`config.mk`:
```
export PLATFORM = sky130hd
export DESIGN_NAME = dfp_line_adapter
export DESIGN_NICKNAME = d
export VERILOG_FILES = /design/src/rtl/rv32i_types.sv /design/src/rtl/dfp_line_adapter.sv
export SDC_FILE = /design/constraint.sdc
export NUM_CORES = 1
export LEC_CHECK = 0
export CAP_MARGIN = 20
export CORE_AREA = 5 5 288 290
export CTS_CLUSTER_DIAMETER = 30
export CTS_CLUSTER_SIZE = 24
export DETAILED_ROUTE_END_ITERATION = 12
export DIE_AREA = 0 0 293 295
export PLACE_DENSITY = 0.49
export SLEW_MARGIN = 20
export SYNTH_ARGS = -nofsm -noshare
export SYNTH_HDL_FRONTEND = slang
export SYNTH_SLANG_ARGS = --single-unit
export TNS_END_PERCENT = 10
```
`constraint.sdc`:
```
create_clock -name clk -period 4.9 [get_ports clk]
set_input_delay 0.49 -clock clk [delete_from_list [all_inputs] [get_ports clk]]
set_output_delay 0.49 -clock clk [all_outputs]
set_load 0.02 [all_outputs]
```
`src/rtl/rv32i_types.sv`:
```
// Shared types for the cache dfp path: line/beat widths and the dfp line adapter FSM encoding.
package rv32i_types;

  localparam int DFP_LINE_BITS  = 256;
  localparam int BMEM_BEAT_BITS = 64;

  typedef enum logic [2:0] {
    ST_IDLE    = 3'd0,
    ST_RD_CMD  = 3'd1,
    ST_RD_DATA = 3'd2,
    ST_WR_DATA = 3'd3,
    ST_RESP    = 3'd4
  } dfp_adapter_state_t;

endpackage

```
`src/rtl/dfp_line_adapter.sv`:
```
// Converts one 256-bit dfp line read/write into a four-beat 64-bit bmem burst.
// Optional macro DFP_LINE_ADAPTER_RADDR_CHECK_EN drops read beats whose bmem_raddr does not match.
//
// Handshake: dfp_read/dfp_write are held by the initiator until the one-cycle dfp_resp;
// a bmem command or write beat transfers on any cycle where it is driven and bmem_ready=1;
// a read beat transfers on any cycle in RD_DATA where bmem_rvalid=1.
module dfp_line_adapter
  import rv32i_types::*;
#(
  parameter int BEATS = 4
) (
  input  logic                            clk,
  input  logic                            rst,
  input  logic [31:0]                     dfp_addr,
  input  logic                            dfp_read,
  input  logic                            dfp_write,
  input  logic [BEATS*BMEM_BEAT_BITS-1:0] dfp_wdata,
  output logic [BEATS*BMEM_BEAT_BITS-1:0] dfp_rdata,
  output logic                            dfp_resp,
  output logic [31:0]                     bmem_addr,
  output logic                            bmem_read,
  output logic                            bmem_write,
  output logic [BMEM_BEAT_BITS-1:0]       bmem_wdata,
  input  logic                            bmem_ready,
  input  logic [31:0]                     bmem_raddr,
  input  logic [BMEM_BEAT_BITS-1:0]       bmem_rdata,
  input  logic                            bmem_rvalid,
  output logic [2:0]                      dbg_state
);

  localparam int CNT_W = $clog2(BEATS);
  localparam logic [CNT_W-1:0] LAST_BEAT = CNT_W'(BEATS - 1);

  dfp_adapter_state_t               state;
  logic [CNT_W-1:0]                 cnt;
  logic [31:0]                      addr_q;
  logic [BEATS*BMEM_BEAT_BITS-1:0]  line_q;
  logic                             beat_ok;
  logic [31:0]                      aligned_addr;
  logic                             unused_addr_lo;

  assign aligned_addr   = {dfp_addr[31:5], 5'b0};
  assign unused_addr_lo = ^dfp_addr[4:0];

`ifdef DFP_LINE_ADAPTER_RADDR_CHECK_EN
  assign beat_ok = (bmem_raddr == addr_q);
`else
  logic unused_raddr;
  assign unused_raddr = ^bmem_raddr;
  assign beat_ok      = 1'b1;
`endif

  // line_q holds the write line while bursting out and collects read beats on the way in.
  always_ff @(posedge clk) begin
    if (!rst) begin
      state  <= ST_IDLE;
      cnt    <= '0;
      addr_q <= '0;
      line_q <= '0;
    end else begin
      case (state)
        ST_IDLE: begin
          cnt <= '0;
          if (dfp_write) begin
            addr_q <= aligned_addr;
            line_q <= dfp_wdata;
            state  <= ST_WR_DATA;
          end else if (dfp_read) begin
            addr_q <= aligned_addr;
            state  <= ST_RD_CMD;
          end
        end
        ST_RD_CMD: begin
          if (bmem_ready) begin
            cnt   <= '0;
            state <= ST_RD_DATA;
          end
        end
        ST_RD_DATA: begin
          if (bmem_rvalid) begin
            if (beat_ok) begin
              line_q[int'(cnt)*BMEM_BEAT_BITS +: BMEM_BEAT_BITS] <= bmem_rdata;
              cnt <= cnt + 1'b1;
              if (cnt == LAST_BEAT) state <= ST_RESP;
            end
`ifdef DFP_LINE_ADAPTER_RADDR_CHECK_EN
            else begin
              $error("dfp_line_adapter: bmem_raddr %h does not match %h, beat dropped",
                     bmem_raddr, addr_q);
            end
`endif
          end
        end
        ST_WR_DATA: begin
          if (bmem_ready) begin
            cnt <= cnt + 1'b1;
            if (cnt == LAST_BEAT) state <= ST_RESP;
          end
        end
        ST_RESP: state <= ST_IDLE;
        default: state <= ST_IDLE;
      endcase
    end
  end

  // All outputs decode from registered state only; nothing from bmem reaches dfp combinationally.
  assign bmem_addr  = addr_q;
  assign bmem_read  = (state == ST_RD_CMD);
  assign bmem_write = (state == ST_WR_DATA);
  assign bmem_wdata = (state == ST_WR_DATA) ?
                      line_q[int'(cnt)*BMEM_BEAT_BITS +: BMEM_BEAT_BITS] : '0;
  assign dfp_resp   = (state == ST_RESP);
  assign dfp_rdata  = (state == ST_RESP) ? line_q : '0;
  assign dbg_state  = state;

endmodule

```
==> out/results.ini, run 1 <==
[placement]
place_area_um2=24950
dp_hpwl_mm=66.41
portBuffers=705
routabilityCongestion=0.8387

[logic_synthesis]
yosys_warnings=0
synth_area_leaders=dfxtp_1 (33%), and2_1 (9.3%), mux4_2 (8.3%)
synth-main-ff-cell=dfxtp_1
syn_avg_cell_area_um2=8.827
yosys_register_bits=288
yosysSeqAreaShare=0.3331
synth_commonest_cells=dfxtp_1 (288), and2_1 (256), a211oi_1 (157)
synth_edf_count=0
synth.top_cell.area_share=0.3331
syn_inst=1961
yosysMostFrequentCell=dfxtp_1
syn-cell-area_um2=17310
async_flop_share=0
synth_largest_area_cell=dfxtp_1
synth_cell_type_count=42

[timing]
min_period_over_period=0.8342
fin_crit_ns=4.087
hold_viol=0
worst_pin_slew_ns=1.110
max_freq_ghz=0.2447
rsz0062_at_grt=no
setup_tns_ns=0
clock-skew-final_ns=0.03075
slew_headroom=0.2601
maxSlewViolCount=0
setup_viol=0

[route]
first_iter_violations=1670
avgViaCountPerCell=5.495
post_drt_wl_per_cell_um=27.34
antenna_left=0
dr.pass1.iters=7
wirelength_mm=101.0
vias=20299
drc=0

[global_routing]
grt_pass1_vias=21444
grt_usage=0.2198
grt_first_pass_wirelength_mm=146.5
overflow=0
grt_max_degree=142
antenna_found_initial=29

[floorplan]
core_area_um2=80030
die_h_um=295
io_pins=748
die_x_um=293
num_rows=104
die-area_um2=86440
start_util=0.2163

[critical_path]
cp-startpoint=dbg_state[0]
cp_slowest_cell=dfxtp_1
r2r-start=cnt[1]
slowest_delay_ns=0.91
r2r-end=line_q[217]
cp_max_fo=39
cp.required_ns=4.41
worstSetupEndpointType=output pin
start_kind=flop
crit_end=bmem_wdata[53]
reg2reg_depth=6
rrSetupSlack_ns=1.26
cp_cell_sequence=nand2b_1 -> or2_4 -> buf_4 -> nor2b_1 -> clkdlybuf4s50_1
critPathKind=reg -> out
crit_arrival_ns=3.60

[clock_network]
cts-root-buf=clkbuf_16
numCtsBuffers=97
post-cts-setup-buffers=0
clk-insertion-delay-late_ns=0.62
cts.sinks=288
cts_buffer_depth=3
htreeDepth=3
clk_pin_slew_ns=0.04
post_cts_resized=0
tritoncts=done
cts.hold.buffers_added=0

[layout]
area_growth_pct=65.19
fin_area_um2=28590
nNetsFinal=2924
final_util=0.3573
drive_gt1_frac=0.1146

[hold_path]
min_from=dfp_addr[6]
hold_path_class=in -> reg
whs_path_depth=3

[power_and_ir_drop]
vdd_drop_max_mv=0.2589
power_density_nw_per_um2=400.5
leakagePower_uw=0.009665

[outcome]
status=complete, no violations

[job]
maxCapViolCount=0

## report_power, final
group	total (uW)	internal, uW	switching [uW]
clock	6630	4750	1880
sequential	2890	2630	264
combinational	1930	848	1080
total	11500	8230	3230
## cell usage in the layout (no fill, tap or decap), drive strengths merged, types with 4 or more instances in the layout
master / instances
clkinv: 27
a311oi: 100
a32oi: 154
dfxtp: 288
nand2: 104
inv: 7
o21ai: 27
nand3: 132
nor2: 131
a211oi: 157
diode: 24
clkdlybuf4s50: 705
buf: 37
conb: 5
a221oi: 128
and2: 256
nor2b: 66
ha: 6
clkbuf: 135
a21oi: 34
nand2b: 5
mux4: 64
bufinv: 14
nor3b: 4
## critical path: cells and delay by family, from the launching register on
family / cells / cell delay (ns)
buffers and inverters: 2 / 1.06
AND/OR/NAND/NOR: 3 / 0.96
flip-flops: 1 / 0.91
## logic make-up (layout without fill, tap and decap cells)
group           Yosys count  count (layout)  synth area share
simple gates            711             711            0.2182
compound gates          607             607            0.2829
flops                   288             288            0.3331
buf+inv                 283             928           0.07735
mux                      65              65           0.08392
fa+ha+maj                 6               6          0.004337
other cells               1              29         0.0002166
## how the worst min path moves through the flow
stage / endpoint / slack, ns
3_5_place_dp: bmem_addr[30] / 0.47
2_1_floorplan: line_q[192] / 0.51
5_1_grt: bmem_addr[9] / 0.39
4_1_cts: bmem_addr[6] / 0.36
3_3_place_gp: bmem_addr[13] / 0.46
6_report: bmem_addr[6] / 0.42
## layer usage
layer | GRT usage | wire, um | up-vias
met3 | 0.06919 | 9717 | 259
met5 | 0 | 112 | -
met1 | 0.2676 | 39090 | 10063
met2 | 0.3579 | 47860 | 1179
met4 | 0.09825 | 4216 | 18
li1 | - | - | 8780
## flip-flops by register name, summed over array words and instances, names as in the netlist
register and cells:
cnt 2, dbg_state 3, bmem_addr 27, line_q 256
## metrics by stage
step	setup slack (ns)	hold slack, ns	instances	power (uW)
CTS	0.7720	0.3621	3669	11520
global route	0.6588	0.3895	3685	11860
detailed placement	1.331	0.4668	3488	4826
global placement	1.395	0.4634	3488	4788
finish	0.8126	0.4217	3694	11450
floorplan	2.259	0.5087	1965	3940
## layout make-up
class                      instances  area, um^2
antenna                           24       60.06
clock buffer                     135        2850
clock inverter                    46       706.9
fill                            8082       51430
inverter                           5       31.28
multi-input combinational       1394       10360
sequential                       288        5773
tap                             1060        1326
timing repair buffer             742        7485
No activity file was read; power rests on OpenSTA's default activity.
==> run 2: changes to the inputs <==
--- a/config.mk
+++ b/config.mk
@@ -6,12 +6,12 @@
 export NUM_CORES = 1
 export LEC_CHECK = 0
 export CAP_MARGIN = 20
-export CORE_AREA = 5 5 288 290
+export CORE_AREA = 5 5 290 292
 export CTS_CLUSTER_DIAMETER = 30
 export CTS_CLUSTER_SIZE = 24
 export DETAILED_ROUTE_END_ITERATION = 12
-export DIE_AREA = 0 0 293 295
-export PLACE_DENSITY = 0.49
+export DIE_AREA = 0 0 295 297
+export PLACE_DENSITY = 0.5
 export SLEW_MARGIN = 20
 export SYNTH_ARGS = -nofsm -noshare
 export SYNTH_HDL_FRONTEND = slang
==> constraint.sdc (replaced) <==
create_clock -name clk -period 3.7 [get_ports clk]
set_input_delay 0.37 -clock clk [delete_from_list [all_inputs] [get_ports clk]]
set_output_delay 0.37 -clock clk [all_outputs]
set_load 0.02 [all_outputs]
==> out/results.ini, run 2 (synthesis gave the netlist of run 1 again) <==
[critical_path]
slowest_delay_ns=0.77
worstSetupEndpointType=output pin
critPathKind=reg -> out
cp-startpoint=dbg_state[2]
cp_max_fo=49
crit_family=buffers and inverters
cp_slowest_cell=or2_4
r2r-start=cnt[1]
start_kind=flop
worstPathBufferInverterCount=2
cp.required_ns=3.33
cp_cell_sequence=nand2b_1 -> or2_4 -> buf_4 -> nor2b_1 -> clkdlybuf4s50_1
crit_arrival_ns=2.99
rrSetupSlack_ns=1.05

[clock_network]
clk_pin_slew_ns=0.04
cts-root-buf=clkbuf_16
tritoncts=done
numCtsBuffers=94
clk-insertion-delay-late_ns=0.62
cts.hold.buffers_added=0
cts_buffer_depth=3
htreeDepth=3
cts.sinks=288
post-cts-setup-buffers=0
post_cts_resized=0

[power_and_ir_drop]
power_density_nw_per_um2=538.1
leakagePower_uw=0.009792
vdd_drop_max_mv=0.2744

[timing]
setup_tns_ns=0
setup_viol=0
slew_headroom=0.2324
worst_pin_slew_ns=1.151
fin_crit_ns=3.358
max_freq_ghz=0.2978
min_period_over_period=0.9075
clock-skew-final_ns=0.02889
maxSlewViolCount=0
hold_viol=0
rsz0062_at_grt=no

[route]
dr.pass1.iters=5
drc=0
antenna_left=0
vias=20354
post_drt_wl_per_cell_um=27.66
wirelength_mm=102.6
first_iter_violations=1777
routed.top_layer=met5
wl_met3_mm=9.964
avgViaCountPerCell=5.488
wl_met1_mm=40.32
wl_met2_mm=48.58

[layout]
nNetsFinal=2938
largest_register_ff_count=256
drive_gt1_frac=0.1171
finalNonFillerCells=3709
most-common-layout-cells=clkdlybuf4s50_1 (705), dfxtp_1 (286), and2_1 (256), a211oi_1 (157), a32oi_1 (154)
fill_cells=8225
largest-register=line_q
layout_commonest_cell=clkdlybuf4s50_1
area_growth_pct=66.71

[global_routing]
grt_pass1_vias=21394
grt_max_degree=137
grt_usage=0.2198
overflow=0
antenna_found_initial=26
grt_first_pass_wirelength_mm=148.1

[outcome]
status=complete, no violations

[job]
maxCapViolCount=0

[floorplan]
io_pins=748
die_x_um=295
num_rows=105
die-area_um2=87620
core_area_um2=81320
start_util=0.2128
die_h_um=297

[hold_path]
hold_path_class=in -> reg
min_from=dfp_addr[12]

[placement]
portBuffers=705
dp.cells=3516
routabilityCongestion=0.8645
dp_hpwl_mm=67.70

[run 2: cell types whose count changed in the layout (fill, tap and decap cells not counted), moves of 5 or more]
cell / before / now
clkinv_2: 22 / 14
buf_4: 25 / 37
clkbuf_8: 28 / 22
diode_2: 24 / 18
buf_12: 12 / 17
bufinv_16: 14 / 21
[run 2: worst reg2reg max path: stages, from the launching register on]
cell and delay (ns):
dfxtp_4 0.36, buf_12 0.44, ha_1 0.38, nor4bb_4 0.39, buf_4 0.42, a32oi_1 0.20, a221oi_1 0.34
[run 2: cell type report]
class	instances	area (um^2)	share of cell area
Multi-Input combinational cell	1394	10350	0.3586
Timing Repair Buffer	759	7675	0.2660
Sequential cell	288	5773	0.2001
Clock buffer	131	2775	0.09617
Tap cell	1070	1339	0.04639
Clock inverter	44	870.8	0.03018
Antenna cell	18	45.04	0.001561
Inverter	5	31.28	0.001084
[run 2: power by group]
part           internal (uW)  switching (uW)  leakage, uW
logic                   1150            1490      0.00564
registers               3480             316      0.00238
clock network           6660            2440      0.00178
total                  11300            4240      0.00979
[run 2: routing by layer]
layer,global-route usage,up-vias
met1,0.2730,10073
met5,0,-
li1,-,8797
met2,0.3615,1238
met4,0.08340,12
met3,0.06242,234
[run 2: per-stage QoR]
stage | worst slack (ns) | total power (uW) | hold WS, ns | util | area [um^2]
5_1_grt | 0.2261 | 16070 | 0.2837 | 0.3547 | 28840
6_report | 0.3424 | 15530 | 0.3112 | 0.3548 | 28860
4_1_cts | 0.2770 | 15630 | 0.2563 | 0.3543 | 28810
2_1_floorplan | 1.059 | 5218 | 0.5087 | - | 17320
3_5_place_dp | 0.9417 | 6449 | 0.4670 | 0.3095 | 25170
3_3_place_gp | 0.9117 | 6396 | 0.4636 | 0.3095 | 25170
[run 2: worst paths after layout]
path              cells after the start              to
setup / recovery                      5  bmem_wdata[17]
hold / removal                        3   bmem_addr[12]
setup reg to reg                      6     line_q[234]
hold reg to reg                       2    bmem_addr[6]
==> run 3: changes to the inputs <==
--- a/config.mk
+++ b/config.mk
@@ -12,6 +12,7 @@
 export DETAILED_ROUTE_END_ITERATION = 12
 export DIE_AREA = 0 0 295 297
 export PLACE_DENSITY = 0.5
+export RECOVER_POWER = 100
 export SLEW_MARGIN = 20
 export SYNTH_ARGS = -nofsm -noshare
 export SYNTH_HDL_FRONTEND = slang
==> out/results.ini, run 3 (synthesis gave the netlist of run 1 again) <==
[outcome]
status=complete, but fails checks
violations=max-capacitance violations, max-slew violations

[timing]
setup_viol=0
fin_crit_ns=3.438
setup_tns_ns=0
maxSlewViolCount=3
clock-skew-final_ns=0.02984
hold_viol=0
max_freq_ghz=0.2909
rsz0062_at_grt=no
slew_headroom=-0.1771
worst_pin_slew_ns=1.742
min_period_over_period=0.9292

[critical_path]
worstSetupEndpointType=output pin
crit_arrival_ns=3.07
critPathKind=reg -> out
cp_max_fo=49
cp.required_ns=3.33
start_kind=flop

[clock_network]
post_cts_resized=0
numCtsBuffers=94
clk-insertion-delay-late_ns=0.62
clk_pin_slew_ns=0.04
cts-root-buf=clkbuf_16
cts_buffer_depth=3
cts.sinks=288
tritoncts=done
cts.hold.buffers_added=0
htreeDepth=3
post-cts-setup-buffers=0

[floorplan]
die-area_um2=87620
die_x_um=295
die_h_um=297
start_util=0.2128
num_rows=105
core_area_um2=81320
io_pins=748

[route]
first_iter_violations=1743
drc=0
dr.pass1.iters=5
wirelength_mm=102.5
antenna_left=0
post_drt_wl_per_cell_um=27.63
avgViaCountPerCell=5.494
vias=20378

[power_and_ir_drop]
leakagePower_uw=0.01099
sw_frac_of_total=0.2737
p_sw_uw=4246
combPwrFrac=0.169
vdd_drop_max_mv=0.2752
seqPwrFrac=0.244
p_int_uw=11260
p_clk_frac=0.586
power_density_nw_per_um2=538.1

[layout]
nNetsFinal=2938
largest-register=line_q
layout_commonest_cell=clkdlybuf4s50_1
area_growth_pct=66.53
fin_area_um2=28830
drive_gt1_frac=0.1160
largest_register_ff_count=256
most-common-layout-cells=clkdlybuf4s50_1 (358), dlygate4sd3_1 (347), dfxtp_1 (287), and2_1 (256), a211oi_1 (157)
fill_cells=8228

[global_routing]
overflow=0
grt_usage=0.2198
grt_pass1_vias=21394
antenna_found_initial=26
grt_first_pass_wirelength_mm=148.1
grt_max_degree=137

[hold_path]
hold_path_class=in -> reg

[placement]
dp_hpwl_mm=67.70
portBuffers=705
routabilityCongestion=0.8645
place_area_um2=25170

[job]
maxCapViolCount=1

[run 3: area by class of cell]
cell class | count | area (um^2) | area share
diodes | 18 | 45.04 | 0.001563
multi-input cells | 1394 | 10330 | 0.3585
clock buffers | 131 | 2775 | 0.09628
repair buffers | 759 | 7662 | 0.2658
inverters | 5 | 31.28 | 0.001085
well taps | 1070 | 1339 | 0.04644
clock inverters | 44 | 870.8 | 0.03021
flip-flops and latches | 288 | 5769 | 0.2001
[run 3: routing by layer]
metal,vias up,track usage,routed length [um]
li1,8796,-,-
met3,243,0.06242,9923
met5,-,0,82
met2,1275,0.3615,48410
met1,10052,0.2730,40340
met4,12,0.08340,3714
[run 3: through the flow]
step	utilization	hold slack [ns]	instances	setup WS, ns	total power [uW]
2_1_floorplan	-	0.5087	1965	1.059	5218
3_3_place_gp	0.3095	0.4636	3516	0.9117	6396
3_5_place_dp	0.3095	0.4670	3516	0.9417	6449
4_1_cts	0.3543	0.2563	3691	0.2770	15630
5_1_grt	0.3543	0.2837	3704	0.1336	16040
6_report	0.3545	0.3119	3709	0.2621	15510
[run 3: final timing paths]
path	start	endpoint	slack (ns)	depth (start not counted)
setup / recovery	dbg_state[2]	bmem_wdata[17]	0.26	5
hold / removal	dfp_addr[12]	bmem_addr[12]	0.31	3
setup reg to reg	dbg_state[1]	line_q[114]	0.40	5
hold reg to reg	bmem_addr[6]	bmem_addr[6]	0.47	2
[run 3: worst max-delay path: stages (launching register included)]
cell and delay [ns]:
dfxtp_1 0.33, nand2b_1 0.15, or2_4 0.76, buf_4 0.43, nor2b_1 0.08, dlygate4sd3_1 0.69
[run 3: power by group through the flow]
stage                     clock network (uW)  registers, uW  logic, uW
final                                   9100           3790       2620
after global routing                    9430           3830       2790
after CTS                               9220           3790       2630
after detailed placement                   0           3840       2610
after global placement                     0           3820       2580
after floorplan                            0           3720       1500
